**src/rtl/food_map_pkg.sv**
```systemverilog
// Shared definitions for the food-map arbiter.
//  - Default geometry (ROWS_DEF x COLS_DEF map, CNT_W_DEF-bit pellet counter)
//  - FSM state encoding
//  - popcount_row: number of set bits in a row of up to MAX_COLS pellets
package food_map_pkg;

  localparam int ROWS_DEF  = 48;
  localparam int COLS_DEF  = 80;
  localparam int CNT_W_DEF = 12;
  localparam int MAX_COLS  = 127;  // keeps any row popcount inside 7 bits

  typedef enum logic [2:0] {
    S_IDLE    = 3'd0,
    S_EAT_RD  = 3'd1,
    S_EAT_CAP = 3'd2,
    S_EAT_WR  = 3'd3,
    S_REFILL  = 3'd4
  } state_e;

  function automatic logic [6:0] popcount_row(input logic [MAX_COLS-1:0] row);
    logic [6:0] cnt;
    cnt = '0;
    for (int i = 0; i < MAX_COLS; i++) begin
      cnt = cnt + 7'(row[i]);
    end
    return cnt;
  endfunction

endpackage

```
**src/rtl/food_map_arbiter_popcount.sv**
```systemverilog
// row_popcount: combinational count of the pellets present in one map row.
//  row_i  in  COLS  row bitmap
//  cnt_o  out 7     number of set bits in row_i
module row_popcount
  import food_map_pkg::*;
#(
  parameter int COLS = COLS_DEF
) (
  input  logic [COLS-1:0] row_i,
  output logic [6:0]      cnt_o
);

  logic [MAX_COLS-1:0] row_pad;

  // NOTE: every variable assigned in always_comb gets a default first so no
  // path leaves it unassigned; otherwise synthesis infers a latch.
  always_comb begin
    row_pad            = '0;
    row_pad[COLS-1:0]  = row_i;
    cnt_o              = popcount_row(row_pad);
  end

endmodule

```
**src/rtl/food_map_arbiter.sv**
```systemverilog
// food_map_arbiter: sole owner of the single-port food-map RAM.
// Shares the port between the video row fetch (highest priority, granted in
// its own cycle), the map refill sequencer and the pellet-eat read-modify-write,
// and keeps a live count of remaining pellets.
//  clk, rst                     clock, synchronous active-high reset
//  vid_req/vid_y                row fetch request; vid_row/vid_vld two cycles later
//  eat_req/eat_x/eat_y          eat request (level); eat_ack/eat_hit on completion
//  refill_start                 reload the map; init_y/init_row talk to the pattern ROM
//  busy, food_left, all_eaten   refill status and pellet bookkeeping
//  ram_addr/ram_we/ram_din/ram_dout  RAM port (1-cycle synchronous read)
module food_map_arbiter
  import food_map_pkg::*;
#(
  parameter int ROWS  = ROWS_DEF,
  parameter int COLS  = COLS_DEF,
  parameter int CNT_W = CNT_W_DEF
) (
  input  logic             clk,
  input  logic             rst,
  input  logic             vid_req,
  input  logic [5:0]       vid_y,
  output logic [COLS-1:0]  vid_row,
  output logic             vid_vld,
  input  logic             eat_req,
  input  logic [6:0]       eat_x,
  input  logic [5:0]       eat_y,
  output logic             eat_ack,
  output logic             eat_hit,
  input  logic             refill_start,
  output logic [5:0]       init_y,
  input  logic [COLS-1:0]  init_row,
  output logic             busy,
  output logic [CNT_W-1:0] food_left,
  output logic             all_eaten,
  output logic [5:0]       ram_addr,
  output logic             ram_we,
  output logic [COLS-1:0]  ram_din,
  input  logic [COLS-1:0]  ram_dout
);

  state_e           state_q;
  logic [5:0]       r_q;
  logic [CNT_W-1:0] food_left_q;
  logic             busy_q, done_q, pend_q, wait_drop_q;
  logic             eat_ack_q, eat_hit_q;
  logic             vid_p1_q, vid_vld_q;
  logic [COLS-1:0]  vid_row_q, row_buf_q, row_clr;
  logic [6:0]       init_pop;
  logic             in_range, row_hit, eat_done, refill_go, refill_enter, last_row;

  row_popcount #(.COLS(COLS)) u_popcount (
    .row_i (init_row),
    .cnt_o (init_pop)
  );

  always_comb begin
    in_range     = (eat_x < 7'(COLS)) && ({1'b0, eat_y} < 7'(ROWS));
    row_hit      = row_buf_q[eat_x];
    row_clr      = row_buf_q;
    row_clr[eat_x] = 1'b0;
    // Out-of-range requests finish in EAT_RD without touching the RAM; the
    // write phase finishes on the first cycle video leaves the port free.
    eat_done     = (state_q == S_EAT_RD && !in_range) ||
                   (state_q == S_EAT_WR && !vid_req);
    refill_go    = refill_start || pend_q;
    refill_enter = (state_q == S_IDLE && refill_go) ||
                   (state_q == S_REFILL && refill_start) ||
                   (eat_done && refill_go);
    last_row     = (r_q == 6'(ROWS - 1));
  end

  // RAM port mux: video always wins; nothing reaches the RAM during reset.
  always_comb begin
    ram_addr = '0;
    ram_we   = 1'b0;
    ram_din  = '0;
    if (!rst) begin
      if (vid_req) begin
        ram_addr = vid_y;
      end else begin
        case (state_q)
          S_EAT_RD: if (in_range) ram_addr = eat_y;
          S_EAT_WR: if (row_hit) begin
            ram_addr = eat_y;
            ram_we   = 1'b1;
            ram_din  = row_clr;
          end
          // A restart request drops this cycle's write and rewinds to row 0.
          S_REFILL: if (!refill_start) begin
            ram_addr = r_q;
            ram_we   = 1'b1;
            ram_din  = init_row;
          end
          default: ;
        endcase
      end
    end
  end

  // NOTE: sequential state uses non-blocking assignments so every register
  // samples the pre-edge values regardless of statement order.
  always_ff @(posedge clk) begin
    if (rst) begin
      state_q     <= S_IDLE;
      r_q         <= '0;
      food_left_q <= '0;
      busy_q      <= 1'b0;
      done_q      <= 1'b0;
      pend_q      <= 1'b0;
      wait_drop_q <= 1'b0;
      eat_ack_q   <= 1'b0;
      eat_hit_q   <= 1'b0;
    end else begin
      eat_ack_q <= 1'b0;
      eat_hit_q <= 1'b0;
      if (wait_drop_q && !eat_req) wait_drop_q <= 1'b0;
      if (refill_start && state_q != S_IDLE && state_q != S_REFILL) pend_q <= 1'b1;

      case (state_q)
        S_IDLE:    if (eat_req && !wait_drop_q) state_q <= S_EAT_RD;
        S_EAT_RD:  if (!in_range) state_q <= S_IDLE;
                   else if (!vid_req) state_q <= S_EAT_CAP;
        S_EAT_CAP: state_q <= S_EAT_WR;
        S_EAT_WR:  if (!vid_req) begin
          state_q <= S_IDLE;
          if (row_hit && food_left_q != '0) food_left_q <= food_left_q - CNT_W'(1);
        end
        S_REFILL:  if (!vid_req) begin
          food_left_q <= food_left_q + CNT_W'(init_pop);
          if (last_row) begin
            state_q <= S_IDLE;
            busy_q  <= 1'b0;
            done_q  <= 1'b1;
          end else begin
            r_q <= r_q + 6'd1;
          end
        end
        default:   state_q <= S_IDLE;
      endcase

      // The requester holds eat_req through the ack cycle; ignore it until it drops.
      if (eat_done) begin
        eat_ack_q   <= 1'b1;
        eat_hit_q   <= (state_q == S_EAT_WR) && row_hit;
        wait_drop_q <= 1'b1;
      end

      // Refill entry overrides whatever the case above chose.
      if (refill_enter) begin
        state_q     <= S_REFILL;
        r_q         <= '0;
        food_left_q <= '0;
        busy_q      <= 1'b1;
        pend_q      <= 1'b0;
      end
    end
  end

  always_ff @(posedge clk) begin
    if (rst) begin
      vid_p1_q  <= 1'b0;
      vid_vld_q <= 1'b0;
      vid_row_q <= '0;
    end else begin
      vid_p1_q  <= vid_req;
      vid_vld_q <= vid_p1_q;
      if (vid_p1_q) vid_row_q <= ram_dout;
    end
  end

  // NOTE: row_buf is a pure data capture that is always written before it is
  // read, so it carries no reset (like the RAM itself).
  always_ff @(posedge clk) begin
    if (state_q == S_EAT_CAP) row_buf_q <= ram_dout;
  end

  assign vid_row   = vid_row_q;
  assign vid_vld   = vid_vld_q;
  assign eat_ack   = eat_ack_q;
  assign eat_hit   = eat_hit_q;
  assign init_y    = r_q;
  assign busy      = busy_q;
  assign food_left = food_left_q;
  assign all_eaten = (food_left_q == '0) && !busy_q && done_q;

endmodule

```
**config.mk**
```make
export PLATFORM = sky130hd
export DESIGN_NAME = food_map_arbiter
export DESIGN_NICKNAME = d
export VERILOG_FILES = /design/src/rtl/food_map_pkg.sv /design/src/rtl/food_map_arbiter_popcount.sv /design/src/rtl/food_map_arbiter.sv
export SDC_FILE = /design/constraint.sdc
export NUM_CORES = 1
export LEC_CHECK = 0
export CAP_MARGIN = 30
export CORE_MARGIN = 2
export CORE_UTILIZATION = 43
export DETAILED_ROUTE_END_ITERATION = 7
export PLACE_DENSITY = 0.81
export SYNTH_ARGS = -nofsm -noshare
export SYNTH_HDL_FRONTEND = slang
export SYNTH_HIERARCHICAL = 1
export SYNTH_SLANG_ARGS = --single-unit
```
**constraint.sdc**
```tcl
create_clock -name clk -period 9.3 [get_ports clk]
set_input_delay 2.79 -clock clk [delete_from_list [all_inputs] [get_ports clk]]
set_output_delay 2.79 -clock clk [all_outputs]
set_load 0.01 [all_outputs]
```
# [Word level (Yosys, flattened, before mapping)]
# Cells that the tools add are included.
[word_totals] regBits=189 output_inout_bits=190
[op_classes] n_addsub=82 n_lt_le_gt_ge=4 eq_ne=18 muxes=39 bitwise=5 n_reduce_logical=40
[op_table] operator="7-bit by 1-bit adder with 7-bit output" count=78
[op_table] operator="80-bit 2-to-1 mux" count=4
[op_table] operator="80-bit one-hot mux with 2 select lines" count=1
[op_table] operator="80-bit AND" count=1
[op_table] operator="80-bit inverter" count=1
[op_table] operator="12-bit 2-to-1 mux" count=3
[op_table] operator="6-bit 2-to-1 mux" count=5
[op_table] operator="12-bit one-hot mux with 2 select lines" count=1
[op_table] operator="3-bit 2-to-1 mux" count=7
[op_table] operator="6-bit one-hot mux with 3 select lines" count=1
[op_table] operator="1-bit logical AND" count=15
[op_table] operator="3-bit inequality test (second input constant)" count=5
[op_table] operator="3-bit one-hot mux with 5 select lines" count=1
[op_table] operator="1-bit 2-to-1 mux" count=13
[op_table] operator="12-bit by 7-bit adder with 12-bit output" count=1
[op_table] operator="12-bit logical NOT" count=1
[op_table] operator="12-bit nonzero test" count=1
[op_table] operator="12-bit by 1-bit subtractor with 12-bit output (second input constant)" count=1
[op_table] operator="5-bit AND reduction" count=2
[op_table] operator="3-bit AND reduction" count=3
[op_table] operator="7-bit by 8-bit < comparator with 1-bit output (second input constant)" count=1
[op_table] operator="2-bit nonzero test" count=4
[op_table] operator="1-bit binary-select mux with 7-bit select" count=1
[op_table] operator="1-bit demux with 7-bit select" count=1
[op_table] operator="21 further kinds" count=36

# [Longest topological paths before layout]
# Gate-level depths: netlist (run 1).
[depth] word_depth=82 ltp_mapped=29 ltp_nobuf=29

# [Hierarchy]
# Netlist (run 1), hierarchy kept.
[by_module_without_submodules] module="food_map_arbiter" n_inst=1 cells_per_inst=961 area_per_inst_um2=9795.6 seq_area_each_um2=4584.4
[by_module_without_submodules] module="row_popcount" n_inst=1 cells_per_inst=204 area_per_inst_um2=2094.5 seq_area_each_um2=0.0

# [Worst setup path before layout (run 1)]
# Ideal clock, no wire load.
[synth_path] path_type="input port to flip-flop" start="input port init_row[41]" end="register food_left_q[10], in the netlist food_left[10]" setup_time_ns=0.072 arrival_time_ns=9.849 path_slack_ns=-0.620 path_stages=27 path_buffers=0 path_cell_list="fa_1 > inv_1 > fa_1 > inv_1 > fa_1 > inv_1 > fa_1 > inv_1 > fa_1 > fa_1 > fa_1 > inv_1 > fa_1 > inv_1 > ha_1 > fa_1 > a211oi_1 > o21bai_1 > a21o_1 > nand2b_1 > ha_1 > or2_2 > a21oi_1 > a31oi_1 > or4b_2 > a31o_1 > mux2i_1"
[synth_between] elab_chain_cells=42
[synth_lines] element="start: declaration" line="food_map_arbiter.sv:31" source="input logic [COLS-1:0] init_row,"
[synth_lines] element="7-bit by 1-bit adder with 7-bit output (39 in a row)" line="food_map_pkg.sv:24" source="cnt = cnt + 7'(row[i]);"
[synth_lines] element="named net init_pop[6]" line="food_map_arbiter.sv:48" source="logic [6:0] init_pop;"
[synth_lines] element="12-bit by 7-bit adder with 12-bit output" line="food_map_arbiter.sv:129" source="food_left_q <= food_left_q + CNT_W'(init_pop);"
[synth_lines] element="12-bit 2-to-1 mux" line="food_map_arbiter.sv:128" source="S_REFILL: if (!vid_req) begin"
[synth_lines] element="12-bit one-hot mux with 2 select lines" line="food_map_arbiter.sv:119" source="case (state_q)"
[synth_lines] element="end signal: assignment" line="food_map_arbiter.sv:126" source="if (row_hit && food_left_q != '0) food_left_q <= food_left_q - CNT_W'(1);"
[synth_lines] element="end signal: assignment" line="food_map_arbiter.sv:129"
[synth_lines] element="end: declaration" line="food_map_arbiter.sv:43" source="logic [CNT_W-1:0] food_left_q;"
# The timed path passes the listed nets, and every way through them passes these cells. The select of a mux whose other input is x is not followed.
# A chain may end at the register's enable or synchronous reset.

# [Worst setup path after layout (run 1)]
[layout_path] start="input port init_row[13]" end="register food_left_q[10], in the netlist food_left[10]"
[layout_between] elab_chain_cells=70
[layout_lines] element="7-bit by 1-bit adder with 7-bit output (67 in a row)" line="food_map_pkg.sv:24"
[layout_lines] element="named net init_pop[2]" line="food_map_arbiter.sv:48"
[layout_lines] element="12-bit by 7-bit adder with 12-bit output" line="food_map_arbiter.sv:129"
[layout_lines] element="12-bit 2-to-1 mux" line="food_map_arbiter.sv:128"
[layout_lines] element="12-bit one-hot mux with 2 select lines" line="food_map_arbiter.sv:119"
# The timed path passes the listed nets, and every way through them passes these cells. The select of a mux whose other input is x is not followed.

==> results.py, run 1 <==
metrics = {
    "outcome": {
        "status": "complete, but fails checks",
        "violations": "setup timing",
    },
    "place": {
        "dp_hpwl_um": 33600,
        "gp_congestion": 0.945,
        "io_buffers": 373,
    },
    "pwr": {
        "total_power_uw": 7620,
        "switching_share": 0.410,
        "netSwitchingPower_uw": 3120,
        "pwr-share-comb": 0.776,
        "peakVddDrop_uv": 1070,
        "clockPowerShare": 0.102,
        "leakage_uw": 0.00656,
        "power_density_nw_per_um2": 450,
        "seq_power_share": 0.122,
        "p_int_uw": 4500,
    },
    "detailed_routing": {
        "drt.antenna.violating_nets": 0,
        "vias_per_cell": 5.49,
        "drc_errors": 0,
        "initialDrtViolationCount": 889,
        "finalWirelength_um": 41900,
        "num_vias": 10501,
        "drt_pass1_iterations": 5,
        "avgRoutedWirePerCell_um": 21.9,
    },
    "cts": {
        "clockBufferDepth": 2,
        "path_clk_slew_ns": 0.09,
        "worstSkewPairLatency_ns": 0.44,
        "cts_tree": "yes",
        "cts_buffers": 17,
        "cts_root_buffer": "clkbuf_16",
        "cts_sinks": 189,
        "cts_htree_levels": 4,
    },
    "setup_path": {
        "crit_path_start_kind": "input port",
        "critPathSlowestCell": "fa_1",
        "cp.arrival_ns": 9.92,
        "critical_path_class": "in2reg",
        "crit_top_cell": "fa_1",
        "critical_path_required_ns": 9.67,
        "endpoint_kind": "flop",
        "max_stage_delay_ns": 0.58,
        "critPathMaxFanout": 3,
    },
    "floorplanning": {
        "io_pins": 374,
        "rows": 60,
        "die_y_um": 170,
        "fp.dieW_um": 170,
        "coreArea_um2": 27000,
        "start_util": 0.440,
        "die_area_um2": 29000,
    },
    "timing": {
        "clock_skew_ns": 0.0250,
        "hold_viol_final": 0,
        "finalWorstSetupSlack_ns": -0.254,
        "worst_slew_pin_slew_ns": 0.999,
        "clock.fmax_mhz": 105,
        "fin_crit_ns": 9.55,
        "setup_viol": 3,
        "hold-worst-slack_ns": 0.484,
        "rsz0062_at_grt": "yes",
        "timing.final.crit_share": 1.03,
        "slew_viol_final": 0,
        "maxSlewHeadroom": 0.334,
    },
    "synth": {
        "ys_warn_count": 6,
        "async_flop_share": 0,
        "synth_seq_area_share": 0.386,
        "synth_edf_count": 80,
        "synth_top_area_frac": 0.202,
        "avgSynthCellArea_um2": 10.2,
        "synth_area_um2": 11900,
        "synth_top_area_cell": "edfxtp_1",
        "synth_ff_type": "dfxtp_1",
        "synth.area.top_cells": "edfxtp_1, dfxtp_1, fa_1",
        "ys_ff_latch": 189,
        "syn_nets": 1447,
        "yosysUniqueCellTypes": 78,
        "syn_inst": 1165,
    },
    "grt": {
        "antenna_found_initial": 3,
        "grt_max_degree": 89,
        "grt_pass1_vias": 10255,
        "overflow": 0,
        "track_usage": 0.283,
        "grt_pass1_wl_um": 61400,
    },
    "final_layout": {
        "drive_gt1_frac": 0.177,
        "final_cell_mix": "clkdlybuf4s50_1, nand2_1, dfxtp_1",
        "finalNetCount": 1838,
        "layout_commonest_cell": "clkdlybuf4s50_1",
        "area_delta_synth_final_pct": 42.5,
    },
    "hold_path": {
        "hold_path_class": "reg2reg",
    },
    "job": {
        "maxCapViolCount": 0,
    },
}
-- cell families (layout without fill, tap and decap cells) --
| kind of cell | Yosys count | after routing | share of synthesized area |
|---|---|---|---|
| compound gates | 257 | 257 | 0.157 |
| xor+xnor | 14 | 14 | 0.0103 |
| fa+ha+maj | 98 | 98 | 0.147 |
| buf+inv | 172 | 576 | 0.0700 |
| flops | 189 | 189 | 0.386 |
| mux | 115 | 115 | 0.106 |
| other cells | 0 | 2 | 0 |
| simple gates | 320 | 320 | 0.123 |
-- sequential cells by signal, indices dropped and copies added (netlist names) --
name         count
wait_drop_q      1
pend_q           1
busy             1
vid_vld          1
state_q          3
init_y           6
row_buf_q       80
vid_p1_q         1
vid_row         80
eat_ack          1
food_left       12
eat_hit          1
done_q           1
-- worst paths after layout --
check | startpoint | endpoint | slack, ns | depth (start not counted)
min | pend_q$_SDFFE_PP0P_ | pend_q$_SDFFE_PP0P_ | 0.48 | 2
min reg2reg | pend_q$_SDFFE_PP0P_ | pend_q$_SDFFE_PP0P_ | 0.48 | 2
max | init_row[13] | food_left[10]$_SDFFE_PP0P_ | -0.25 | 25
max reg2reg | state_q[1]$_SDFFE_PP0P_ | food_left[10]$_SDFFE_PP0P_ | 5.77 | 13
-- Yosys cell counts, types with 6 or more instances --
library cell	count
mux2i_1	101
inv_1	109
edfxtp_1	80
a22oi_1	8
xnor2_1	7
nor3b_1	9
mux4_2	6
nor3_1	10
dfxtp_1	109
nand2_1	125
ha_1	28
a21oi_1	18
o211ai_1	11
buf_12	9
fa_1	70
nand3_1	7
clkbuf_1	34
o21ai_0	88
nor2b_1	12
xor2_1	7
o21ai_2	78
nand2b_1	11
nor2_1	107
-- power groups by stage --
stage          sequential (uW)  clock [uW]  combinational [uW]
4_1_cts                    931         785                5560
5_1_grt                    935         820                6490
2_1_floorplan              951           0                3720
3_3_place_gp               947           0                5010
3_5_place_dp               948           0                5180
6_report                   931         773                5910
-- metrics by stage --
step / util / setup TNS [ns] / std cells / cell area [um2] / worst slack (ns)
floorplan: - / -0.530 / 1165 / 12000 / -0.349
global placement: 0.600 / -7.20 / 1872 / 16200 / -1.05
detailed placement: 0.600 / -7.54 / 1872 / 16200 / -1.09
CTS: 0.625 / -0.351 / 1907 / 16900 / -0.277
global route: 0.627 / -1.76 / 1910 / 16900 / -0.450
finish: 0.627 / -0.463 / 1912 / 16900 / -0.254
-- critical path, delay by kind of cell --
kind	cells	cell delay (ns)
adder cells (fa/ha/maj)	11	4.92
AO/OA/AOI/OAI	4	0.80
AND/OR/NAND/NOR	3	0.74
buffers and inverters	5	0.39
XOR/XNOR	1	0.17
multiplexers	1	0.11
-- repair_timing --
action / in CTS / in global routing
setup endpoints to repair: 9 / 8
resized for setup: 103 / 53
hold buffers: 0 / 0
pin swaps: 48 / 54
buffers inserted: 4 / 2
endpoints found under the hold margin: 0 / 0
-- area by class of cell --
cell class | instances | area [um2]
clock inverter | 15 | 215
fill | 2230 | 10100
clock buffer | 17 | 425
multi-input combinational | 804 | 6700
inverter | 113 | 424
timing repair buffer | 431 | 4160
sequential | 189 | 4590
tap | 341 | 427
antenna | 2 | 5.00
-- per-layer routing --
metal  share of wire  global-route usage
met1            0.42               0.389
met2            0.46               0.449
met3           0.094              0.0579
met4           0.028              0.0925
met5         0.00026                   0
(Power assumes the default switching activity.)
==> inputs of run 2 (changes only) <==
CORE_UTILIZATION = 45   (was 43)
clock period = 10.7 ns   (was 9.3 ns; I/O delays follow)
==> run 2 against run 1 <==
Net effect:
- the flow now finishes without violations
- first-iteration DRC count rose by 1.9%
- non-clock buffer count down 10
- register-to-register slack improved by 1.7 ns
- clock skew shrank 0.0032 ns
- sequential cell count stayed put
- sequential share of layout area grew 0.23 points
- global-route usage increased by 1.2 points
==> results.py, run 2 (synthesis gave the netlist of run 1 again) <==
metrics = {
    "outcome": {
        "status": "completed",
    },
    "detailed_routing": {
        "num_vias": 10496,
        "route.top_layer_used": "met5",
        "drt.antenna.violating_nets": 0,
        "vias_per_cell": 5.54,
        "drt_pass1_iterations": 5,
        "drc_errors": 0,
        "finalWirelength_um": 42000,
        "initialDrtViolationCount": 906,
        "avgRoutedWirePerCell_um": 22.1,
        "met2_length_um": 19700,
        "wl_met3_um": 3470,
        "wl_met1_um": 17500,
    },
    "setup_path": {
        "crit_top_cell": "fa_1",
        "reg2reg_depth": 13,
        "r2r_slack_ns": 7.47,
        "critPathSlowestCell": "fa_1",
        "critical_path_class": "in2reg",
        "endpoint_kind": "flop",
        "critical_path_required_ns": 11.08,
        "worstReg2RegStart": "state_q[1]$_SDFFE_PP0P_",
        "reg2reg_to": "food_left[10]$_SDFFE_PP0P_",
        "critPathMaxFanout": 2,
        "max_stage_delay_ns": 0.54,
        "cp.arrival_ns": 10.87,
        "crit_path_start_kind": "input port",
    },
    "pwr": {
        "total_power_uw": 5930,
        "peakVddDrop_uv": 728,
        "leakage_uw": 0.00661,
        "p_int_uw": 3410,
        "netSwitchingPower_uw": 2520,
        "seq_power_share": 0.136,
        "clockPowerShare": 0.113,
        "switching_share": 0.425,
        "power_density_nw_per_um2": 353,
        "pwr-share-comb": 0.751,
    },
    "hold_path": {
        "holdPathEnd": "pend_q$_SDFFE_PP0P_",
        "hold_path_depth": 2,
        "hold_path_class": "reg2reg",
        "min-delay-start": "pend_q$_SDFFE_PP0P_",
    },
    "grt": {
        "track_usage": 0.295,
        "antenna_found_initial": 4,
        "grt_max_degree": 89,
        "grt_pass1_vias": 10477,
        "overflow": 0,
        "grt_pass1_wl_um": 62800,
    },
    "floorplanning": {
        "start_util": 0.458,
        "rows": 59,
        "io_pins": 374,
        "die_y_um": 167,
        "coreArea_um2": 26000,
        "die_area_um2": 27700,
        "fp.dieW_um": 167,
    },
    "cts": {
        "ctsHoldBuffers": 0,
        "cts_tree": "yes",
        "cts_buffers": 17,
        "cts_root_buffer": "clkbuf_16",
        "path_clk_slew_ns": 0.09,
        "cts_sinks": 189,
        "cts_htree_levels": 4,
        "clockBufferDepth": 2,
        "worstSkewPairLatency_ns": 0.45,
    },
    "place": {
        "pre_cts_slack_ns": -0.435,
        "gp_congestion": 0.983,
        "dp_hpwl_um": 33800,
        "io_buffers": 373,
        "place_area_um2": 16000,
        "dpl.cell_count": 1857,
    },
    "timing": {
        "worst_slew_pin_slew_ns": 0.963,
        "fin_crit_ns": 10.50,
        "hold-worst-slack_ns": 0.467,
        "clock_skew_ns": 0.0218,
        "maxSlewHeadroom": 0.358,
        "setup_viol": 0,
        "finalWorstSetupSlack_ns": 0.205,
        "slew_viol_final": 0,
        "hold_viol_final": 0,
        "timing.final.crit_share": 0.981,
        "clock.fmax_mhz": 95.3,
    },
    "final_layout": {
        "final_cell_area_um2": 16800,
        "area_delta_synth_final_pct": 41.4,
        "regArea_um2": 4590,
        "num-fill-cells": 2048,
        "drive_gt1_frac": 0.129,
        "layout_commonest_cell": "clkdlybuf4s50_1",
        "final_cell_mix": "clkdlybuf4s50_1, nand2_1, dfxtp_1",
        "finalNetCount": 1828,
        "fin_cells": 1896,
        "multi_input_area_um2": 6520,
    },
    "job": {
        "maxCapViolCount": 0,
    },
}
[run 2: power groups by stage]
stage	logic (uW)	clock network (uW)	registers (uW)
2_1_floorplan	2780	0	825
3_3_place_gp	3930	0	820
4_1_cts	4140	679	805
6_report	4450	668	806
5_1_grt	4880	703	809
3_5_place_dp	4110	0	822
[run 2: area by class of cell]
cell class	count	share of cell area
sequential	189	0.273
clock inverter	14	0.0110
multi-input combinational	804	0.388
clock buffer	18	0.0261
antenna	2	0.000298
tap	335	0.0249
inverter	113	0.0252
timing repair buffer	421	0.251
[run 2: how the worst max path moves through the flow]
stage                 start                          to  slack (ns)
2_1_floorplan  init_row[41]  food_left[10]$_SDFFE_PP0P_        0.36
3_3_place_gp   init_row[59]  food_left[10]$_SDFFE_PP0P_       -0.26
3_5_place_dp   init_row[59]  food_left[10]$_SDFFE_PP0P_       -0.44
4_1_cts        init_row[59]  food_left[10]$_SDFFE_PP0P_        0.04
5_1_grt        init_row[43]  food_left[11]$_SDFFE_PP0P_      -0.008
6_report       init_row[43]  food_left[10]$_SDFFE_PP0P_        0.20
[run 2: what timing repair did]
| item | in CTS | in global routing |
|---|---|---|
| buffers inserted | 0 | 3 |
| endpoints found under the setup margin | 0 | 2 |
| resized for setup | 0 | 32 |
[run 2: layer usage]
| metal | global-route usage | up-vias |
|---|---|---|
| met4 | 0.111 | 4 |
| met1 | 0.397 | 5058 |
| met2 | 0.471 | 560 |
| met3 | 0.0623 | 74 |
| met5 | 0 | - |
| li1 | - | 4800 |
[run 2: per-stage QoR]
step            util  setup TNS (ns)
2_1_floorplan      -               0
3_3_place_gp   0.616          -0.343
3_5_place_dp   0.616          -0.636
4_1_cts        0.640               0
5_1_grt        0.647         -0.0129
6_report       0.647               0
[run 2: critical path, delay by kind of cell]
kind                       cells  cell delay, ns
adders and majority gates     11            4.93
buffers and inverters          9            1.06
muxes                          1            0.12
and+or+nand+nor                2            0.65
AOI/OAI and AO/OA              5            0.83
xor gates and xnor gates       1            0.08
